## src/rtl/pipe_register_q_bit_pkg.sv

```systemverilog
// rtl/pipe_register_q_bit_pkg.sv - shared sizing helpers for the valid-qualified pipe register
package pipe_register_q_bit_pkg;

  localparam int DEFAULT_Q = 3;
  localparam int DEFAULT_D = 4;

  // Width needed to hold an occupancy count of 0..depth inclusive.
  function automatic int count_width(input int depth);
    return $clog2(depth + 1);
  endfunction

endpackage

```

## src/rtl/pipe_register_q_bit_if.sv

```systemverilog
// rtl/pipe_register_q_bit_if.sv - data/control bundle between a producer and the pipe register
interface pipe_register_q_bit_if
  import pipe_register_q_bit_pkg::*;
#(
  parameter int Q = DEFAULT_Q,
  parameter int D = DEFAULT_D
);

  localparam int CW = count_width(D);

  logic          en;
  logic          clr;
  logic          in_valid;
  logic [Q-1:0]  in;
  logic [Q-1:0]  out;
  logic          out_valid;
  logic [CW-1:0] count;
  logic          full;

  modport master (
    output en, clr, in_valid, in,
    input  out, out_valid, count, full
  );

  modport slave (
    input  en, clr, in_valid, in,
    output out, out_valid, count, full
  );

endinterface

```

## src/rtl/pipe_stage_q_bit.sv

```systemverilog
// rtl/pipe_stage_q_bit.sv - one Q-bit data register with valid bit, enable and synchronous flush
module pipe_stage_q_bit #(
  parameter int Q = 3
) (
  input  logic         clk,
  input  logic         rst,
  input  logic         en,
  input  logic         clr,
  input  logic         d_valid,
  input  logic [Q-1:0] d,
  output logic         q_valid,
  output logic [Q-1:0] q
);

  // Data shifts even when d_valid is 0 so bubbles travel with the stream.
  always_ff @(posedge clk or negedge rst) begin
    if (!rst) begin
      q_valid <= 1'b0;
      q       <= '0;
    end else if (clr) begin
      q_valid <= 1'b0;
      q       <= '0;
    end else if (en) begin
      q_valid <= d_valid;
      q       <= d;
    end
  end

endmodule

```

## src/rtl/pipe_register_q_bit.sv

```systemverilog
// rtl/pipe_register_q_bit.sv - D-stage valid-qualified pipe register with occupancy count and full flag
module pipe_register_q_bit
  import pipe_register_q_bit_pkg::*;
#(
  parameter int Q = DEFAULT_Q,
  parameter int D = DEFAULT_D
) (
  input  logic                  clk,
  input  logic                  rst,
  pipe_register_q_bit_if.slave  bus
);

  localparam int CW = count_width(D);

  // Index 0 is the input side; index k+1 is the output of stage k.
  logic [D:0][Q-1:0] data;
  logic [D:0]        valid;
  logic [CW-1:0]     count_q;

  assign data[0]  = bus.in;
  assign valid[0] = bus.in_valid;

  genvar k;
  generate
    for (k = 0; k < D; k++) begin : g_stage
      pipe_stage_q_bit #(.Q(Q)) u_stage (
        .clk     (clk),
        .rst     (rst),
        .en      (bus.en),
        .clr     (bus.clr),
        .d_valid (valid[k]),
        .d       (data[k]),
        .q_valid (valid[k+1]),
        .q       (data[k+1])
      );
    end
  endgenerate

  // Entering and leaving valid words on the same edge cancel, so count never overshoots.
  always_ff @(posedge clk or negedge rst) begin
    if (!rst) begin
      count_q <= '0;
    end else if (bus.clr) begin
      count_q <= '0;
    end else if (bus.en) begin
      if (bus.in_valid && !valid[D]) begin
        count_q <= count_q + CW'(1);
      end else if (!bus.in_valid && valid[D]) begin
        count_q <= count_q - CW'(1);
      end
    end
  end

  assign bus.count     = count_q;
  assign bus.full      = (count_q == CW'(D));
  assign bus.out_valid = valid[D];
  assign bus.out       = valid[D] ? data[D] : '0;

endmodule

```

## src/flat_wrapper.sv

```systemverilog
// flat-port wrapper written by rule: the top's interface ports become plain ports
module pipe_register_q_bit_flat import pipe_register_q_bit_pkg::*;
#(
  parameter int Q = DEFAULT_Q,
  parameter int D = DEFAULT_D
)
  (clk, rst, bus_en, bus_clr, bus_in_valid, bus_in, bus_out, bus_out_valid, bus_count, bus_full);
  pipe_register_q_bit_if #(.Q(Q), .D(D)) bus_i ();
  input  logic clk;
  input  logic rst;
  input wire logic [$bits(bus_i.en)-1:0] bus_en;
  input wire logic [$bits(bus_i.clr)-1:0] bus_clr;
  input wire logic [$bits(bus_i.in_valid)-1:0] bus_in_valid;
  input wire logic [$bits(bus_i.in)-1:0] bus_in;
  output wire logic [$bits(bus_i.out)-1:0] bus_out;
  output wire logic [$bits(bus_i.out_valid)-1:0] bus_out_valid;
  output wire logic [$bits(bus_i.count)-1:0] bus_count;
  output wire logic [$bits(bus_i.full)-1:0] bus_full;
  assign bus_i.en = bus_en;
  assign bus_i.clr = bus_clr;
  assign bus_i.in_valid = bus_in_valid;
  assign bus_i.in = bus_in;
  assign bus_out = bus_i.out;
  assign bus_out_valid = bus_i.out_valid;
  assign bus_count = bus_i.count;
  assign bus_full = bus_i.full;
  pipe_register_q_bit #(.Q(Q), .D(D)) u_core (.clk(clk), .rst(rst), .bus(bus_i));
endmodule
```

## config.mk

```make
export PLATFORM = sky130hd
export DESIGN_NAME = pipe_register_q_bit_flat
export DESIGN_NICKNAME = d
export VERILOG_FILES = /design/src/rtl/pipe_register_q_bit_pkg.sv /design/src/rtl/pipe_register_q_bit_if.sv /design/src/rtl/pipe_stage_q_bit.sv /design/src/rtl/pipe_register_q_bit.sv /design/src/flat_wrapper.sv
export SDC_FILE = /design/constraint.sdc
export NUM_CORES = 1
export LEC_CHECK = 0
export CAP_MARGIN = 10
export CORE_ASPECT_RATIO = 0.9
export CORE_UTILIZATION = 35
export CTS_CLUSTER_SIZE = 16
export DETAILED_ROUTE_END_ITERATION = 6
export SYNTH_ARGS = -nofsm -noshare
export SYNTH_HDL_FRONTEND = slang
export SYNTH_SLANG_ARGS = --single-unit
```

## constraint.sdc

```tcl
create_clock -name clk -period 1.7 [get_ports clk]
set_input_delay 0.425 -clock clk [delete_from_list [all_inputs] [get_ports clk]]
set_output_delay 0.425 -clock clk [all_outputs]
set_load 0.01 [all_outputs]
```

==> metrics.txt <==
# TYPE chip_impl_metric gauge
chip_impl_metric{name="synthesized_netlist_cell_count",unit=""} 76
chip_impl_metric{name="synth_async_sr_flop_share",unit=""} 1.000
chip_impl_metric{name="numPortBuffers",unit=""} 15
chip_impl_metric{name="clkTransAtPathRegs",unit="ps"} 100
chip_impl_metric{name="critPathRequiredTime",unit="ps"} 1930
chip_impl_info{name="cts_tree",value="built"} 1
chip_impl_metric{name="fp.dieArea",unit="um2"} 2755
chip_impl_metric{name="worst_rel_slew_slack",unit=""} 0.7736
chip_impl_metric{name="period_minus_slack",unit="ps"} 1640
chip_impl_info{name="critical_path.endpoint_type",value="flip-flop"} 1
chip_impl_info{name="post_synth_main_area_contributors",value="sky130_fd_sc_hd__dfrtp_1 53%, sky130_fd_sc_hd__mux2i_1 18%, sky130_fd_sc_hd__nor2_1 7.2%"} 1
chip_impl_metric{name="cap_violations",unit=""} 0
chip_impl_metric{name="gp_routability_congestion",unit=""} 0.7399
chip_impl_metric{name="worst-endpoint-arrival",unit="ps"} 1870
chip_impl_metric{name="vdd_drop_max",unit="uV"} 518.4
chip_impl_metric{name="placement.cell_area",unit="um2"} 1094
chip_impl_metric{name="total_grt_overflow",unit=""} 0
chip_impl_metric{name="io-pin-count",unit=""} 16
chip_impl_info{name="synthTopCellsByCount",value="19 x sky130_fd_sc_hd__dfrtp_1, 17 x sky130_fd_sc_hd__nor2_1, 16 x sky130_fd_sc_hd__mux2i_1"} 1
chip_impl_metric{name="final_cell_area",unit="um2"} 1149
chip_impl_metric{name="first_iter_violations",unit=""} 16
chip_impl_metric{name="post-dp-hpwl",unit="um"} 1046
chip_impl_metric{name="post_synth_instance_area",unit="um2"} 892.1
chip_impl_metric{name="finalClockSkew",unit="ps"} 5.866
chip_impl_metric{name="vias_in_the_first_global_route",unit=""} 653
chip_impl_metric{name="cts_buffer_depth",unit=""} 2
chip_impl_info{name="critical_path_class",value="reg2reg"} 1
chip_impl_info{name="crit_path_start_kind",value="flip-flop"} 1
chip_impl_metric{name="area_growth",unit="%"} 28.75
chip_impl_metric{name="final_nets",unit=""} 111
chip_impl_metric{name="post_drt_wl_per_cell",unit="um"} 12.61
chip_impl_metric{name="netlist-cell-type-count",unit=""} 19
chip_impl_metric{name="pin_count_of_the_biggest_net_entering_global_routing",unit=""} 20
chip_impl_metric{name="tightest_slew",unit="ps"} 338.6
chip_impl_metric{name="report.final.hold_viol_count",unit=""} 0
chip_impl_metric{name="dr.pass1.iters",unit=""} 4
chip_impl_metric{name="dieWidth",unit="um"} 55.22
chip_impl_metric{name="finalPower",unit="uW"} 814.9
chip_impl_metric{name="pwr_density_cell",unit="nW/um2"} 709.5
chip_impl_metric{name="synth_edf_count",unit=""} 0
chip_impl_metric{name="power.leakage",unit="uW"} 0.0006067
chip_impl_metric{name="synth.net_count",unit=""} 85
chip_impl_metric{name="route.vias.total",unit=""} 614
chip_impl_metric{name="finish.cell_count_without_fillers",unit=""} 128
chip_impl_metric{name="drc_errors",unit=""} 0
chip_impl_metric{name="fillCellCount",unit=""} 220
chip_impl_metric{name="final-max-slew-violation-count",unit=""} 0
chip_impl_metric{name="share_of_final_layout_standard_cells_stronger_than_drive_strength_1",unit=""} 0.2376
chip_impl_metric{name="postSynthRegisterBits",unit=""} 19
chip_impl_metric{name="clk_sink_count",unit=""} 19
chip_impl_info{name="outcome",value="finished, final reports clean"} 1
chip_impl_metric{name="critPathMaxFanout",unit=""} 4
chip_impl_metric{name="core.rowCount",unit=""} 16
chip_impl_metric{name="seq_area_frac_synth",unit=""} 0.5330
chip_impl_metric{name="clock_insertion_delay_worst_skew",unit="ps"} 290
chip_impl_info{name="rsz0062_at_grt",value="true"} 1
chip_impl_metric{name="detail_route.wirelength",unit="um"} 1614
chip_impl_metric{name="cts.hold.buffers_added",unit=""} 0
chip_impl_metric{name="grtUsageTotal",unit=""} 0.1345
chip_impl_metric{name="cts_made_buffers",unit=""} 3
chip_impl_info{name="synth_flop_cell",value="sky130_fd_sc_hd__dfrtp_1"} 1
chip_impl_metric{name="dp_cell_count",unit=""} 119
chip_impl_info{name="yosys.area.top_type",value="sky130_fd_sc_hd__dfrtp_1"} 1
chip_impl_metric{name="clock_h_tree_levels",unit=""} 1
chip_impl_metric{name="syn-mean-instance-area",unit="um2"} 11.74
chip_impl_metric{name="timing.final.crit_share",unit=""} 0.9646
chip_impl_metric{name="core-area",unit="um2"} 2282
chip_impl_metric{name="antenna_violations_before_repair",unit=""} 0
chip_impl_info{name="class_of_the_most_critical_hold_timing_path",value="in2async"} 1
chip_impl_metric{name="setup-violations-final",unit=""} 0
chip_impl_metric{name="synth-warning-count",unit=""} 0
chip_impl_metric{name="vertical_die_dimension",unit="um"} 49.90
chip_impl_metric{name="final_core_util",unit=""} 0.5033
chip_impl_info{name="cts.root.buffer_cell",value="sky130_fd_sc_hd__clkbuf_4"} 1
chip_impl_metric{name="via_per_inst",unit=""} 4.797
chip_impl_metric{name="ant_nets",unit=""} 0
chip_impl_info{name="synth.most_common_cell",value="sky130_fd_sc_hd__dfrtp_1"} 1
chip_impl_metric{name="post-synth-top-area-fraction",unit=""} 0.5330
chip_impl_metric{name="antenna-diode-count",unit=""} 0
chip_impl_metric{name="initial_core_util",unit=""} 0.3909
chip_impl_metric{name="grt_first_pass_wirelength",unit="um"} 2884
chip_impl_metric{name="fmax",unit="GHz"} 0.6098
## final timing paths
path	from	endpoint	slack [ps]	depth (start not counted)
min reg2reg	u_core.g_stage[3].u_stage.q[0]	u_core.g_stage[3].u_stage.q[0]	530	2
max reg2reg	u_core.g_stage[3].u_stage.q_valid	u_core.bus.count[2]	60	6
max	u_core.g_stage[3].u_stage.q_valid	u_core.bus.count[2]	60	6
max in group asynchronous	rst	u_core.g_stage[3].u_stage.q_valid	1030	2
min	rst	u_core.g_stage[0].u_stage.q[0]	450	2
min in group clk	u_core.g_stage[3].u_stage.q[0]	u_core.g_stage[3].u_stage.q[0]	530	2
## sequential cells by signal (all words and copies together) (netlist names)
signal / cells
u_core.bus.count: 3
u_core.g_stage.u_stage.q: 12
u_core.g_stage.u_stage.q_valid: 4
## cells by family after synthesis
| logic type | share of synthesized area |
|---|---|
| compound gates | 0.03927 |
| xor+xnor | 0.01824 |
| fa+ha+maj | 0.02244 |
| buf+inv | 0.04488 |
| flops | 0.5330 |
| mux | 0.1795 |
| simple gates | 0.1627 |
## power breakdown
group	switching [uW]	total [uW]	internal (uW)
clock network	128	219	91.2
registers	8.49	475	467
logic	57.9	120	62.5
## cell usage in the layout (no fill, tap or decap), types with 2 or more instances in the layout
cell	count
sky130_fd_sc_hd__dlymetal6s2s_1	2
sky130_fd_sc_hd__nor2_1	17
sky130_fd_sc_hd__buf_4	8
sky130_fd_sc_hd__clkbuf_4	3
sky130_fd_sc_hd__dlygate4sd2_1	4
sky130_fd_sc_hd__inv_1	2
sky130_fd_sc_hd__a21oi_1	2
sky130_fd_sc_hd__nand3_1	2
sky130_fd_sc_hd__clkbuf_2	2
sky130_fd_sc_hd__clkdlybuf4s50_1	7
sky130_fd_sc_hd__mux2i_1	16
sky130_fd_sc_hd__and2_2	4
sky130_fd_sc_hd__dfrtp_1	18
## critical path, cell delays in order (launching register included)
cell	delay, ps
sky130_fd_sc_hd__dfrtp_2	390
sky130_fd_sc_hd__buf_4	110
sky130_fd_sc_hd__and2b_2	210
sky130_fd_sc_hd__fa_2	340
sky130_fd_sc_hd__nand4bb_1	220
sky130_fd_sc_hd__a21o_1	180
sky130_fd_sc_hd__a21oi_1	120
## metrics by stage
stage	setup TNS (ps)	setup WS, ps	hold slack, ps
after floorplan	0	38.05	129.4
after global placement	-370.9	-292.7	494.1
after detailed placement	-483.2	-346.0	506.8
after CTS	0	19.55	451.5
after global routing	-67.12	-67.12	493.8
final	0	60.10	450.1
## what timing repair did
action,CTS,global route
pin swaps,1,1
setup buffers,5,0
setup endpoints to repair,6,4
gates resized for setup,10,4
## area by class of cell
cell class	instances	area, um2	share of cell area
sequential	19	476.7	0.4150
timing repair buffer	25	225.2	0.1961
tap	27	33.78	0.02941
multi-input combinational	51	379.1	0.3301
inverter	2	7.507	0.006536
clock buffer	4	26.28	0.02288
## routing by layer
metal / part of all wire / global-route usage
met1: 0.48 / 0.1595
met2: 0.47 / 0.2349
met3: 0.039 / 0.02625
met4: 0.0093 / 0.06250
met5: 0 / 0
(Power assumes the default switching activity.)
